<file path="src/rtl/itlb_ctrl.sv">
// itlb_ctrl: ITLB lookup/refill controller between fetch, the CAM lines and the page-table walker
module itlb_ctrl #(
    parameter int NUM_ENTRIES = 8,
    parameter int ASID_WD     = 9,
    parameter int VPN_WD      = 20,
    localparam int IW         = $clog2(NUM_ENTRIES)
) (
    input  logic                   clk_i,
    input  logic                   rstn_i,
    input  logic                   lookup_valid_i,
    input  logic [VPN_WD-1:0]      lookup_vpn_i,
    input  logic [ASID_WD-1:0]     lookup_asid_i,
    output logic                   lookup_ready_o,
    input  logic [NUM_ENTRIES-1:0] line_hit_i,
    input  logic [NUM_ENTRIES-1:0] line_valid_i,
    output logic [VPN_WD-1:0]      line_vpn_o,
    output logic [ASID_WD-1:0]     line_asid_o,
    output logic [NUM_ENTRIES-1:0] line_we_o,
    output logic                   line_flush_o,
    output logic                   hit_o,
    output logic [IW-1:0]          hit_idx_o,
    output logic                   miss_o,
    output logic                   ptw_req_valid_o,
    input  logic                   ptw_req_ready_i,
    output logic [VPN_WD-1:0]      ptw_req_vpn_o,
    output logic [ASID_WD-1:0]     ptw_req_asid_o,
    input  logic                   ptw_rsp_valid_i,
    input  logic                   ptw_rsp_fault_i,
    output logic                   fault_o,
    input  logic                   flush_i,
    output logic                   busy_o
);
    typedef enum logic [2:0] {S_IDLE, S_REQ, S_WAIT, S_REFILL, S_DRAIN} state_e;
    state_e               state_q, state_d;
    logic [VPN_WD-1:0]    miss_vpn_q, miss_vpn_d;
    logic [ASID_WD-1:0]   miss_asid_q, miss_asid_d;
    logic [IW-1:0]        rr_q, rr_d;
    logic [IW-1:0]        hit_lsb, victim;
    logic                 in_idle, accept;

    assign in_idle         = state_q == S_IDLE;
    assign lookup_ready_o  = in_idle & ~flush_i;
    assign accept          = lookup_valid_i & lookup_ready_o;
    assign hit_o           = accept & |line_hit_i;
    assign miss_o          = accept & ~|line_hit_i;
    assign hit_idx_o       = hit_o ? hit_lsb : '0;
    assign line_vpn_o      = in_idle ? lookup_vpn_i : miss_vpn_q;
    assign line_asid_o     = in_idle ? lookup_asid_i : miss_asid_q;
    assign line_we_o       = (state_q == S_REFILL && !flush_i) ? NUM_ENTRIES'(1) << victim : '0;
    assign line_flush_o    = flush_i;
    assign ptw_req_valid_o = state_q == S_REQ;
    assign ptw_req_vpn_o   = miss_vpn_q;
    assign ptw_req_asid_o  = miss_asid_q;
    assign fault_o         = state_q == S_WAIT && ptw_rsp_valid_i && ptw_rsp_fault_i && !flush_i;
    assign busy_o          = ~in_idle;

    // lowest hitting line wins; victim is the lowest free line, else the round-robin pointer
    always_comb begin
        hit_lsb = '0;
        victim  = rr_q;
        for (int i = NUM_ENTRIES - 1; i >= 0; i--) begin
            if (line_hit_i[i]) hit_lsb = IW'(i);
            if (!line_valid_i[i]) victim = IW'(i);
        end
    end

    // next-state, miss capture and round-robin advance (only on a full-array refill)
    always_comb begin
        miss_vpn_d  = miss_o ? lookup_vpn_i : miss_vpn_q;
        miss_asid_d = miss_o ? lookup_asid_i : miss_asid_q;
        rr_d        = flush_i ? '0 : (state_q == S_REFILL && &line_valid_i) ? rr_q + 1'b1 : rr_q;
        case (state_q)
            S_IDLE:   state_d = miss_o ? S_REQ : S_IDLE;
            S_REQ:    state_d = flush_i ? (ptw_req_ready_i ? S_DRAIN : S_IDLE)
                                        : (ptw_req_ready_i ? S_WAIT : S_REQ);
            S_WAIT:   state_d = ptw_rsp_valid_i ? ((flush_i || ptw_rsp_fault_i) ? S_IDLE : S_REFILL)
                                                : (flush_i ? S_DRAIN : S_WAIT);
            S_REFILL: state_d = S_IDLE;
            S_DRAIN:  state_d = ptw_rsp_valid_i ? S_IDLE : S_DRAIN;
            default:  state_d = S_IDLE;
        endcase
    end

    // state and miss registers
    always_ff @(posedge clk_i or negedge rstn_i) begin
        if (!rstn_i) begin
            state_q     <= S_IDLE;
            miss_vpn_q  <= '0;
            miss_asid_q <= '0;
            rr_q        <= '0;
        end else begin
            state_q     <= state_d;
            miss_vpn_q  <= miss_vpn_d;
            miss_asid_q <= miss_asid_d;
            rr_q        <= rr_d;
        end
    end
endmodule

</file>
<file path="config.mk">
export PLATFORM = sky130hd
export DESIGN_NAME = itlb_ctrl
export DESIGN_NICKNAME = d
export VERILOG_FILES = /design/src/rtl/itlb_ctrl.sv
export SDC_FILE = /design/constraint.sdc
export NUM_CORES = 1
export LEC_CHECK = 0
export ABC_AREA = 1
export CORE_ASPECT_RATIO = 1.1
export CORE_MARGIN = 8
export CORE_UTILIZATION = 27
export DETAILED_ROUTE_END_ITERATION = 10
export SLEW_MARGIN = 25
export SYNTH_ARGS = -nofsm -noshare
export SYNTH_HDL_FRONTEND = slang
export SYNTH_SLANG_ARGS = --single-unit
export TNS_END_PERCENT = 10
</file>
<file path="constraint.sdc">
create_clock -name clk_i -period 3.3 [get_ports clk_i]
set_clock_uncertainty 0.05 [all_clocks]
set_input_delay 0.33 -clock clk_i [delete_from_list [all_inputs] [get_ports clk_i]]
set_output_delay 0.33 -clock clk_i [all_outputs]
set_load 0.01 [all_outputs]
</file>
==> results of run 1 <==
==> final timing paths <==
| path | from | endpoint | slack (ns) | cells past startpoint |
|---|---|---|---|---|
| setup / recovery | state_q[1] | hit_idx_o[0] | 0.66 | 7 |
| hold / removal | rstn_i | ptw_req_asid_o[8] | 0.09 | 1 |
| setup reg to reg | state_q[1] | ptw_req_asid_o[4] | 1.34 | 5 |
| hold reg to reg | ptw_req_vpn_o[11] | ptw_req_vpn_o[11] | 0.46 | 2 |
| max in group asynchronous | rstn_i | ptw_req_vpn_o[9] | 2.58 | 1 |
| min in group clk_i | ptw_req_vpn_o[11] | ptw_req_vpn_o[11] | 0.46 | 2 |
==> critical path, cell delays in order, from the launching register on <==
cell	delay, ns
sky130_fd_sc_hd__dfrtp_1	0.42
sky130_fd_sc_hd__nor2_2	0.18
sky130_fd_sc_hd__nand2_4	0.18
sky130_fd_sc_hd__nor2_8	0.15
sky130_fd_sc_hd__nand2_1	0.07
sky130_fd_sc_hd__or2_4	0.27
sky130_fd_sc_hd__nor3_2	0.15
sky130_fd_sc_hd__clkdlybuf4s50_1	0.56
==> flip-flops by register name, indices dropped and copies added (netlist names) <==
register / cells
rr_q: 3
ptw_req_vpn_o: 20
state_q: 3
ptw_req_asid_o: 9
==> routing by layer <==
layer	part of all wire, %	wire length (um)
met3	7.7	517
met5	0	0
met4	1.5	102
met2	48	3230
met1	42	2820
==> power groups by stage <==
| stage | registers, uW | logic, uW | clock network, uW |
|---|---|---|---|
| after floorplan | 463 | 66.7 | 0 |
| after global placement | 459 | 218 | 0 |
| after detailed placement | 459 | 221 | 0 |
| after CTS | 451 | 222 | 360 |
| after global routing | 453 | 241 | 376 |
| final | 451 | 218 | 345 |
==> through the flow <==
| step | hold WS (ns) | power, uW |
|---|---|---|
| 6_report | 0.0872 | 1010 |
| 3_5_place_dp | 0.436 | 680 |
| 4_1_cts | 0.124 | 1030 |
| 3_3_place_gp | 0.437 | 677 |
| 2_1_floorplan | -0.0156 | 529 |
| 5_1_grt | 0.161 | 1070 |
==> area by class of cell <==
class                      count  area (um^2)
clock buffer                   8          100
fill                         752         3970
inverter                      44          165
multi-input combinational    195          935
sequential                    35          876
tap                           87          109
timing repair buffer         128         1270
==> logic make-up (layout without fill, tap and decap cells) <==
kind of cell / count (synthesis) / count (layout) / synth area share (%)
and+or+nand+nor: 123 / 123 / 27.0
AOI/OAI and AO/OA: 71 / 71 / 17.9
buffers and inverters: 57 / 180 / 11.7
DFF: 35 / 35 / 42.7
adders and majority gates: 1 / 1 / 0.610
==> placed cells by master (no fill, tap or decap), drive strengths merged, types with 2 or more instances in the layout <==
cell type / netlist / final
clkdlybuf4s50: 0 / 126
clkbuf: 5 / 8
nor3: 5 / 5
nand3: 14 / 14
nand4: 2 / 2
nor2: 18 / 18
inv: 44 / 44
or2: 2 / 2
nand2: 81 / 81
dfrtp: 35 / 35
buf: 8 / 2
a21oi: 5 / 5
o21ai: 62 / 62
==> summary.log, run 1 <==
[grt] total global routing track utilization 12.5%
[clock_network] maximum clock insertion buffer count 2
[grt] layer with the highest usage after global routing met2
[synth] total of warnings raised by yosys 0
[synth] per-instance average area after synthesis 7.15 um^2
[route] Initial DRT Pass Iterations 4
[worst_setup_path] Crit path arrival time 2.26 ns
[power] Lkg Pwr 0.00149 uW
[clock_network] H-tree level count 2
[route] Avg Vias per Cell 4.46
[cells_and_area] area delta synth->final 68.6%
[timing] ratio of final minimum period to clock period 79.9%
[floorplanning] Initial Util 27.6%
[synth] flops & latches, synth 35
[power] Power Dens Cells 293 mW/mm^2
[power] largest voltage drop on the vdd net 0.000121 V
[route] violation count after the first detailed-route iteration 62
[clock_network] Clock Root Buffer sky130_fd_sc_hd__clkbuf_8
[clock_network] cts hold-fix bufs 0
[grt] met1 track demand over resource in global routing 14.4%
[floorplanning] core region area 0.00743 mm^2
[placement] post-placement setup slack 0.719 ns
[timing] slew at the pin closest to its max-slew limit 0.828 ns
[cells_and_area] non-filler instance count after layout 497
[cells_and_area] Final Core Density 46.5%
[grt] first-pass GRT wire length 10.9 mm
[timing] max-slew headroom at the worst pin 44.8%
[route] number of nets still failing antenna checks after routing 0
[placement] Inst Count DP 489
[worst_setup_path] kind of capture point of the worst setup path primary output
[worst_hold_path] Hold WC Path Type in2async
[floorplanning] Die Width 99.1 um
[synth] most used standard cells in the synthesized netlist sky130_fd_sc_hd__nand2_1, sky130_fd_sc_hd__inv_1, sky130_fd_sc_hd__o21ai_0
[clock_network] number of buffers inserted by post-CTS setup repair 0
[placement] final HPWL from detailed placement 5.18 mm
[floorplanning] vertical extent of the die 107 um
[cells_and_area] fraction of final layout cells sized beyond drive strength 1 4.63%
[status] status finished clean
[synth] cell area after synthesis 0.00205 mm^2
[worst_setup_path] highest net fanout along the worst path 19
[synth] net count after synthesis 340
[timing] final setup fails 0
[grt] met3 routing resource usage after global routing 3.69%
[power] switching power summed over all nets 254 uW
[floorplanning] number of placed I/O pins 128
[grt] antenna violations before repair 0
[worst_setup_path] critical path class reg2out
[clock_network] TritonCTS clock tree built
[route] DRC violation count after routing 0
[clock_network] TritonCTS Buffers 5
[grt] via count of the first global-routing pass 2238
[power] Clock Power Share 34.0%
[grt] overall overflow remaining after global route 0
[placement] count of buffers from port buffering 127
[synth] biggest area contributors in the synthesized netlist sky130_fd_sc_hd__dfrtp_1, sky130_fd_sc_hd__nand2_1, sky130_fd_sc_hd__o21ai_0, sky130_fd_sc_hd__inv_1, sky130_fd_sc_hd__o21ai_1
[cells_and_area] post-route design area 0.00346 mm^2
[route] Via Count 2218
[synth] count of mapped cells out of synthesis 287
[synth] Async SR Flop Fraction 100%
[worst_setup_path] critical path startpoint category register
[power] part of the power in combinational logic 21.5%
[clock_network] worst-skew pair later-pin latency 0.28 ns
[placement] Post-Place Cell Area 0.00336 mm^2
[timing] minimum period implied by the final worst setup slack 2.64 ns
[floorplanning] standard-cell row count 33
[power] sequential group share of total power 44.5%
[synth] most numerous cell in the Yosys netlist sky130_fd_sc_hd__nand2_1
[grt] largest net degree at the start of global routing 60
[clock_network] clock slew at reported path FFs 0.08 ns
[timing] final max-slew violation count 0
[synth] largest area contributor in the synthesized netlist sky130_fd_sc_hd__dfrtp_1
[route] wire length reported by the detailed router 6.67 mm
[clock_network] total clock sinks 35
[synth] sequential element share of the synthesized area 42.7%
[clock_network] CTS-repair resized insts 0
[route] post-detailed-route wirelength per cell 13.4 um
[cells_and_area] Post-layout nets 462
[placement] routability-driven placement congestion ratio 0.708
[grt] GR Layer Usage met2 21.6%
[power] internal power component 760 uW
[floorplanning] Die ar. 0.0106 mm^2
[synth] number of distinct library cells after synthesis 29
[timing] hold violation total from the final report 0
[cells_and_area] final antenna diode count 0
[timing] Setup TNS Final 0 ns
[timing] setup repair after global routing missed its margin false
[worst_setup_path] data required time at the worst endpoint 2.92 ns
[timing] upper clock frequency limit 379 MHz
[synth] Primary FF master, synth sky130_fd_sc_hd__dfrtp_1
[power] net switching share of the total power 25.1%
[synth] number of enable flip-flop cells after synthesis 0
[timing] PnR worst setup slack 0.662 ns
[synth] fraction of synthesized cell area taken by the top area cell type 42.7%
[flow_run] count of max-cap constraint violations 0
Power figures use the tool's default switching activity.
==> run 2: changes to the inputs <==
clock period = 2.54 ns   (was 3.3 ns; I/O delays follow)
==> run 2 against run 1 <==
  * Core utilization unchanged
  * Via count about the same
  * Final area unchanged
  * First-iteration DRC count down 9.7%
  * Combinational power up 30%
  * Setup slack worse by 0.48 ns
  * Worst hold slack worse by 0.079 ns
  * Critical path depth unchanged
  * Total power up 24%
  * Cell count up 0.20%
  * Sequential power up 30%
  * Largest cell class unchanged
==> summary.log, run 2 (same netlist as run 1, synthesis figures left out) <==
[placement] post-placement setup slack 0.249 ns [-0.470 ns]
[cells_and_area] register cell area after layout 876 um^2 [unchanged]
[timing] final max-slew violation count 0 [unchanged]
[flow_run] count of max-cap constraint violations 0 [unchanged]
[worst_setup_path] Crit Reg-Reg Endpoint ptw_req_vpn_o[6]
[cells_and_area] number of flip-flops under the largest register name 20 [unchanged]
[timing] hold violation total from the final report 0 [unchanged]
[grt] antenna violations before repair 0 [unchanged]
[power] internal power component 933 uW [+23%]
[clock_network] cts hold-fix bufs 0 [unchanged]
[route] post-detailed-route wirelength per cell 13.1 um [-2.1%]
[floorplanning] vertical extent of the die 107 um [unchanged]
[power] part of the power in combinational logic 22.6% [+1.1 points]
[worst_setup_path] minimum setup slack among reg-to-reg paths 0.77 ns [-0.57 ns]
[worst_setup_path] startpoint of the lowest-slack register-to-register path state_q[1]
[power] Lkg Pwr 0.00151 uW [+1.1%]
[timing] setup repair after global routing missed its margin false
[timing] slew at the pin closest to its max-slew limit 0.801 ns [-0.0269 ns]
[grt] total global routing track utilization 12.4% [-0.12 points]
[power] Clock Power Share 30.7% [-3.3 points]
[cells_and_area] area of the multi-input gates 940 um^2 [+0.54%]
[floorplanning] core region area 0.00743 mm^2 [unchanged]
[clock_network] total clock sinks 35 [unchanged]
[power] Power Dens Cells 363 mW/mm^2 [+24%]
[clock_network] TritonCTS Buffers 5 [unchanged]
[clock_network] H-tree level count 2 [unchanged]
[route] DRC violation count after routing 0 [unchanged]
[worst_setup_path] kind of capture point of the worst setup path primary output
[worst_hold_path] Hold WC Path Type in2async
[cells_and_area] Filler Cells Inserted 753 [+0.13%]
[worst_setup_path] worst-case reg-to-reg path depth 5 [unchanged]
[grt] overall overflow remaining after global route 0 [unchanged]
[power] largest voltage drop on the vdd net 0.000143 V [+19%]
[power] sequential group share of total power 46.7% [+2.2 points]
[timing] Setup TNS Final 0 ns [unchanged]
[placement] routability-driven placement congestion ratio 0.687 [-2.9%]
[worst_setup_path] critical path class reg2out
[power] switching power summed over all nets 322 uW [+27%]
[floorplanning] Initial Util 27.6% [unchanged]
[cells_and_area] fraction of final layout cells sized beyond drive strength 1 4.62% [-0.011 points]
[cells_and_area] final antenna diode count 0 [unchanged]
[cells_and_area] commonest cells after routing, fill and taps aside sky130_fd_sc_hd__clkdlybuf4s50_1, sky130_fd_sc_hd__nand2_1, sky130_fd_sc_hd__inv_1
[worst_setup_path] Setup crit start state_q[1]
[clock_network] worst-skew pair later-pin latency 0.28 ns [about the same]
[worst_setup_path] Crit path arrival time 2.05 ns [-0.21 ns]
[placement] final HPWL from detailed placement 5.15 mm [-0.49%]
[route] Via Count 2216 [-0.090%]
[clock_network] maximum clock insertion buffer count 2 [unchanged]
[floorplanning] standard-cell row count 33 [unchanged]
[cells_and_area] area delta synth->final 68.6% [unchanged]
[grt] via count of the first global-routing pass 2177 [-2.7%]
[clock_network] TritonCTS clock tree built
[clock_network] clock slew at reported path FFs 0.07 ns [about the same]
[route] Avg Vias per Cell 4.45 [-0.29%]
[route] violation count after the first detailed-route iteration 56 [-9.7%]
[grt] largest net degree at the start of global routing 60 [unchanged]
[timing] upper clock frequency limit 425 MHz
[timing] ratio of final minimum period to clock period 92.7%
[timing] PnR worst setup slack 0.187 ns [-0.475 ns]
[placement] count of buffers from port buffering 127 [unchanged]
[floorplanning] Die Width 99.1 um [unchanged]
[worst_setup_path] critical path startpoint category register
[cells_and_area] most common cell after layout, fill and taps aside sky130_fd_sc_hd__clkdlybuf4s50_1
[clock_network] Clock Root Buffer sky130_fd_sc_hd__clkbuf_8
[status] status finished clean
[worst_setup_path] highest net fanout along the worst path 4 [-15]
[power] net switching share of the total power 25.7% [+0.62 points]
[timing] final setup fails 0 [unchanged]
[timing] max-slew headroom at the worst pin 46.6% [+1.8 points]
[cells_and_area] Post-layout nets 463 [+0.22%]
[route] number of nets still failing antenna checks after routing 0 [unchanged]
[floorplanning] number of placed I/O pins 128 [unchanged]
[route] wire length reported by the detailed router 6.54 mm [-1.9%]
[timing] minimum period implied by the final worst setup slack 2.35 ns
[floorplanning] Die ar. 0.0106 mm^2 [unchanged]
[worst_setup_path] data required time at the worst endpoint 2.24 ns [-0.68 ns]
[grt] first-pass GRT wire length 10.8 mm [-1.1%]
[route] Initial DRT Pass Iterations 4 [unchanged]
## run 2: changes by cell type in the layout (fill, tap and decap cells not counted), sizes merged
cell / change
buf: +1
clkinv: +1
clkbuf: -1
clkdlybuf4s50: -1
dlymetal6s2s: +1
## run 2: metrics by stage
stage	instances	hold slack, ns	power [uW]	cell area (um^2)	util, %
floorplan	287	-0.0916	688	2050	-
global placement	490	0.355	881	3370	45.3
detailed placement	490	0.354	884	3370	45.3
CTS	498	0.0446	1280	3450	46.4
global route	498	0.0712	1330	3460	46.5
finish	498	0.00811	1250	3460	46.5
## run 2: power groups by stage
stage	sequential [uW]	combinational (uW)	clock [uW]
after global placement	596	284	0
final	586	284	385
after detailed placement	596	287	0
after global routing	588	312	428
after CTS	586	289	404
after floorplan	601	86.6	0
## run 2: layer usage
layer | global-route usage (%) | share of wire (%) | vias to the layer above
met1 | 14.2 | 43 | 972
li1 | - | - | 1163
met2 | 21.6 | 49 | 74
met4 | 4.33 | 1.6 | 0
met3 | 3.43 | 6.6 | 7
met5 | 0 | 0 | -
## run 2: worst max-delay path, cell delays in order (launching register included)
cell	delay (ns)
sky130_fd_sc_hd__dfrtp_1	0.43
sky130_fd_sc_hd__nor2_4	0.15
sky130_fd_sc_hd__nand2_4	0.08
sky130_fd_sc_hd__nor2_8	0.10
sky130_fd_sc_hd__nand2_1	0.07
sky130_fd_sc_hd__or2_4	0.27
sky130_fd_sc_hd__nor3_2	0.10
sky130_fd_sc_hd__clkdlybuf4s50_1	0.56
## run 2: final cells by class
| type | instances | area share [%] |
|---|---|---|
| clock inverters | 1 | 0.145 |
| multi-input cells | 195 | 27.2 |
| well taps | 87 | 3.15 |
| repair buffers | 129 | 37.2 |
| inverters | 44 | 4.78 |
| clock buffers | 7 | 2.21 |
| flip-flops and latches | 35 | 25.3 |
## run 2: how the worst max path moves through the flow
stage / end / depth (start not counted)
after detailed placement: hit_idx_o[0] / 6
final: hit_idx_o[1] / 7
after floorplan: hit_idx_o[0] / 6
after CTS: line_asid_o[3] / 6
after global routing: hit_idx_o[1] / 7
after global placement: hit_idx_o[0] / 6
## run 2: repair_timing
action / in CTS / in global routing
setup buffers: 0 / 0
resized for setup: 0 / 3
endpoints found under the setup margin: 0 / 27
==> run 3: changes to the inputs <==
MAX_ROUTING_LAYER = met4   (was not set)
==> run 3 against run 2 <==
  * Core utilization stayed put
  * Sequential power hardly changed
  * Via count is 0.50% higher
  * Largest power group unchanged
  * Total power hardly changed
  * Global-route usage is 0.36 points higher
  * Clock-buffer cell count stayed put
  * Largest cell class unchanged
  * Sequential share of layout area stayed put
  * Clock power hardly changed
  * Setup slack worse by 0.0023 ns
  * Wire length is 0.12% higher
  * Final area stayed put
  * Maximum frequency hardly changed
==> summary.log, run 3 (same netlist as run 1, synthesis figures left out) <==
[placement] final HPWL from detailed placement 5.15 mm [unchanged]
[timing] slew at the pin closest to its max-slew limit 0.799 ns [-0.00206 ns]
[worst_setup_path] worst-case reg-to-reg path depth 5 [unchanged]
[cells_and_area] final antenna diode count 0 [unchanged]
[timing] final max-slew violation count 0 [unchanged]
[clock_network] maximum clock insertion buffer count 2 [unchanged]
[power] largest voltage drop on the vdd net 0.000143 V [-0.18%]
[worst_hold_path] Hold WC Path Type in2async
[grt] total global routing track utilization 12.7% [+0.36 points]
[timing] worst hold margin 0.00816 ns [+0.0000511 ns]
[floorplanning] Die ar. 0.0106 mm^2 [unchanged]
[clock_network] clock slew at reported path FFs 0.07 ns [about the same]
[floorplanning] vertical extent of the die 107 um [unchanged]
[grt] first-pass GRT wire length 10.8 mm [-0.13%]
[clock_network] total clock sinks 35 [unchanged]
[clock_network] H-tree level count 2 [unchanged]
[route] wire length reported by the detailed router 6.55 mm [+0.12%]
[cells_and_area] commonest cells after routing, fill and taps aside sky130_fd_sc_hd__clkdlybuf4s50_1, sky130_fd_sc_hd__nand2_1, sky130_fd_sc_hd__inv_1
[worst_setup_path] highest net fanout along the worst path 4 [unchanged]
[cells_and_area] number of flip-flops under the largest register name 20 [unchanged]
[power] Lkg Pwr 0.00151 uW [unchanged]
[placement] post-placement setup slack 0.249 ns [unchanged]
[clock_network] worst-skew pair later-pin latency 0.28 ns [about the same]
[timing] upper clock frequency limit 424 MHz [about the same]
[grt] antenna violations before repair 0 [unchanged]
[timing] ratio of final minimum period to clock period 92.7% [about the same]
[worst_setup_path] critical path startpoint category register
[worst_setup_path] kind of capture point of the worst setup path primary output
[timing] hold violation total from the final report 0 [unchanged]
[worst_setup_path] Crit Reg-Reg Endpoint ptw_req_vpn_o[6]
[cells_and_area] fraction of final layout cells sized beyond drive strength 1 4.62% [unchanged]
[floorplanning] standard-cell row count 33 [unchanged]
[clock_network] cts hold-fix bufs 0 [unchanged]
[cells_and_area] area delta synth->final 68.6% [unchanged]
[grt] overall overflow remaining after global route 0 [unchanged]
[flow_run] count of max-cap constraint violations 0 [unchanged]
[clock_network] number of buffers inserted by post-CTS setup repair 0 [unchanged]
[timing] final setup fails 0 [unchanged]
[floorplanning] Die Width 99.1 um [unchanged]
[worst_setup_path] startpoint of the lowest-slack register-to-register path state_q[1]
[timing] max-slew headroom at the worst pin 46.7% [+0.14 points]
[route] Via Count 2227 [+0.50%]
[worst_setup_path] critical path class reg2out
[floorplanning] core region area 0.00743 mm^2 [unchanged]
[placement] count of buffers from port buffering 127 [unchanged]
[clock_network] CTS-repair resized insts 0 [unchanged]
[power] Final Total Pwr 1250 uW [about the same]
[cells_and_area] Post-layout nets 463 [unchanged]
[grt] largest net degree at the start of global routing 60 [unchanged]
[timing] minimum period implied by the final worst setup slack 2.36 ns [+0.00227 ns]
[timing] setup repair after global routing missed its margin false
[route] DRC violation count after routing 0 [unchanged]
[route] post-detailed-route wirelength per cell 13.2 um [+0.12%]
[worst_setup_path] data required time at the worst endpoint 2.24 ns [about the same]
[timing] Setup TNS Final 0 ns [unchanged]
[cells_and_area] most common cell after layout, fill and taps aside sky130_fd_sc_hd__clkdlybuf4s50_1
[worst_setup_path] Crit path arrival time 2.05 ns [about the same]
[grt] via count of the first global-routing pass 2185 [+0.37%]
[route] Initial DRT Pass Iterations 4 [unchanged]
[floorplanning] Initial Util 27.6% [unchanged]
[status] status finished clean
[route] Avg Vias per Cell 4.47 [+0.50%]
[cells_and_area] Filler Cells Inserted 753 [unchanged]
[route] number of nets still failing antenna checks after routing 0 [unchanged]
[power] Power Dens Cells 363 mW/mm^2 [about the same]
[clock_network] TritonCTS Buffers 5 [unchanged]
[timing] PnR worst setup slack 0.184 ns [-0.00227 ns]
[worst_setup_path] minimum setup slack among reg-to-reg paths 0.77 ns [about the same]
[floorplanning] number of placed I/O pins 128 [unchanged]
[clock_network] Clock Root Buffer sky130_fd_sc_hd__clkbuf_8
[clock_network] TritonCTS clock tree built
[route] violation count after the first detailed-route iteration 57 [+1.8%]
[placement] routability-driven placement congestion ratio 0.694 [+1.0%]
==> run 3: stage by stage <==
step	cells	cell area, um^2	utilization (%)
detailed placement	490	3370	45.3
floorplan	287	2050	-
global route	498	3460	46.5
finish	498	3460	46.5
CTS	498	3450	46.4
global placement	490	3370	45.3
==> run 3: worst max path at each step <==
| stage | from | to | slack [ns] |
|---|---|---|---|
| floorplan | state_q[1] | hit_idx_o[0] | 0.92 |
| global placement | flush_i | hit_idx_o[0] | 0.28 |
| detailed placement | flush_i | hit_idx_o[0] | 0.25 |
| CTS | state_q[1] | line_asid_o[3] | 0.07 |
| global route | state_q[1] | hit_idx_o[1] | 0.06 |
| finish | state_q[1] | hit_idx_o[1] | 0.18 |
==> run 3: final cells by class <==
type / count / area [um^2] / area share [%]
tap: 87 / 109 / 3.15
multi-input combinational: 195 / 940 / 27.2
clock inverter: 1 / 5.00 / 0.145
inverter: 44 / 165 / 4.78
timing repair buffer: 129 / 1290 / 37.2
sequential: 35 / 876 / 25.3
clock buffer: 7 / 76.3 / 2.21
==> run 3: per-layer routing <==
| metal | up-vias | wire length [um] | track usage [%] |
|---|---|---|---|
| met5 | - | 0 | - |
| met4 | 0 | 106 | 4.33 |
| met3 | 7 | 363 | 2.78 |
| met2 | 76 | 3230 | 21.6 |
| met1 | 985 | 2850 | 14.6 |
| li1 | 1159 | - | - |
==> run 3: report_power, final <==
| part | leakage [uW] | switching [uW] | internal, uW |
|---|---|---|---|
| combinational | 0.000980 | 117 | 166 |
| sequential | 0.000485 | 12.4 | 574 |
| clock | 0.0000422 | 192 | 192 |
==> run 3: critical path, cell delays in order, from the launching register on <==
cell and delay, ns:
sky130_fd_sc_hd__dfrtp_1 0.43, sky130_fd_sc_hd__nor2_4 0.15, sky130_fd_sc_hd__nand2_4 0.08, sky130_fd_sc_hd__nor2_8 0.10
sky130_fd_sc_hd__nand2_1 0.07, sky130_fd_sc_hd__or2_4 0.27, sky130_fd_sc_hd__nor3_2 0.10, sky130_fd_sc_hd__clkdlybuf4s50_1 0.56
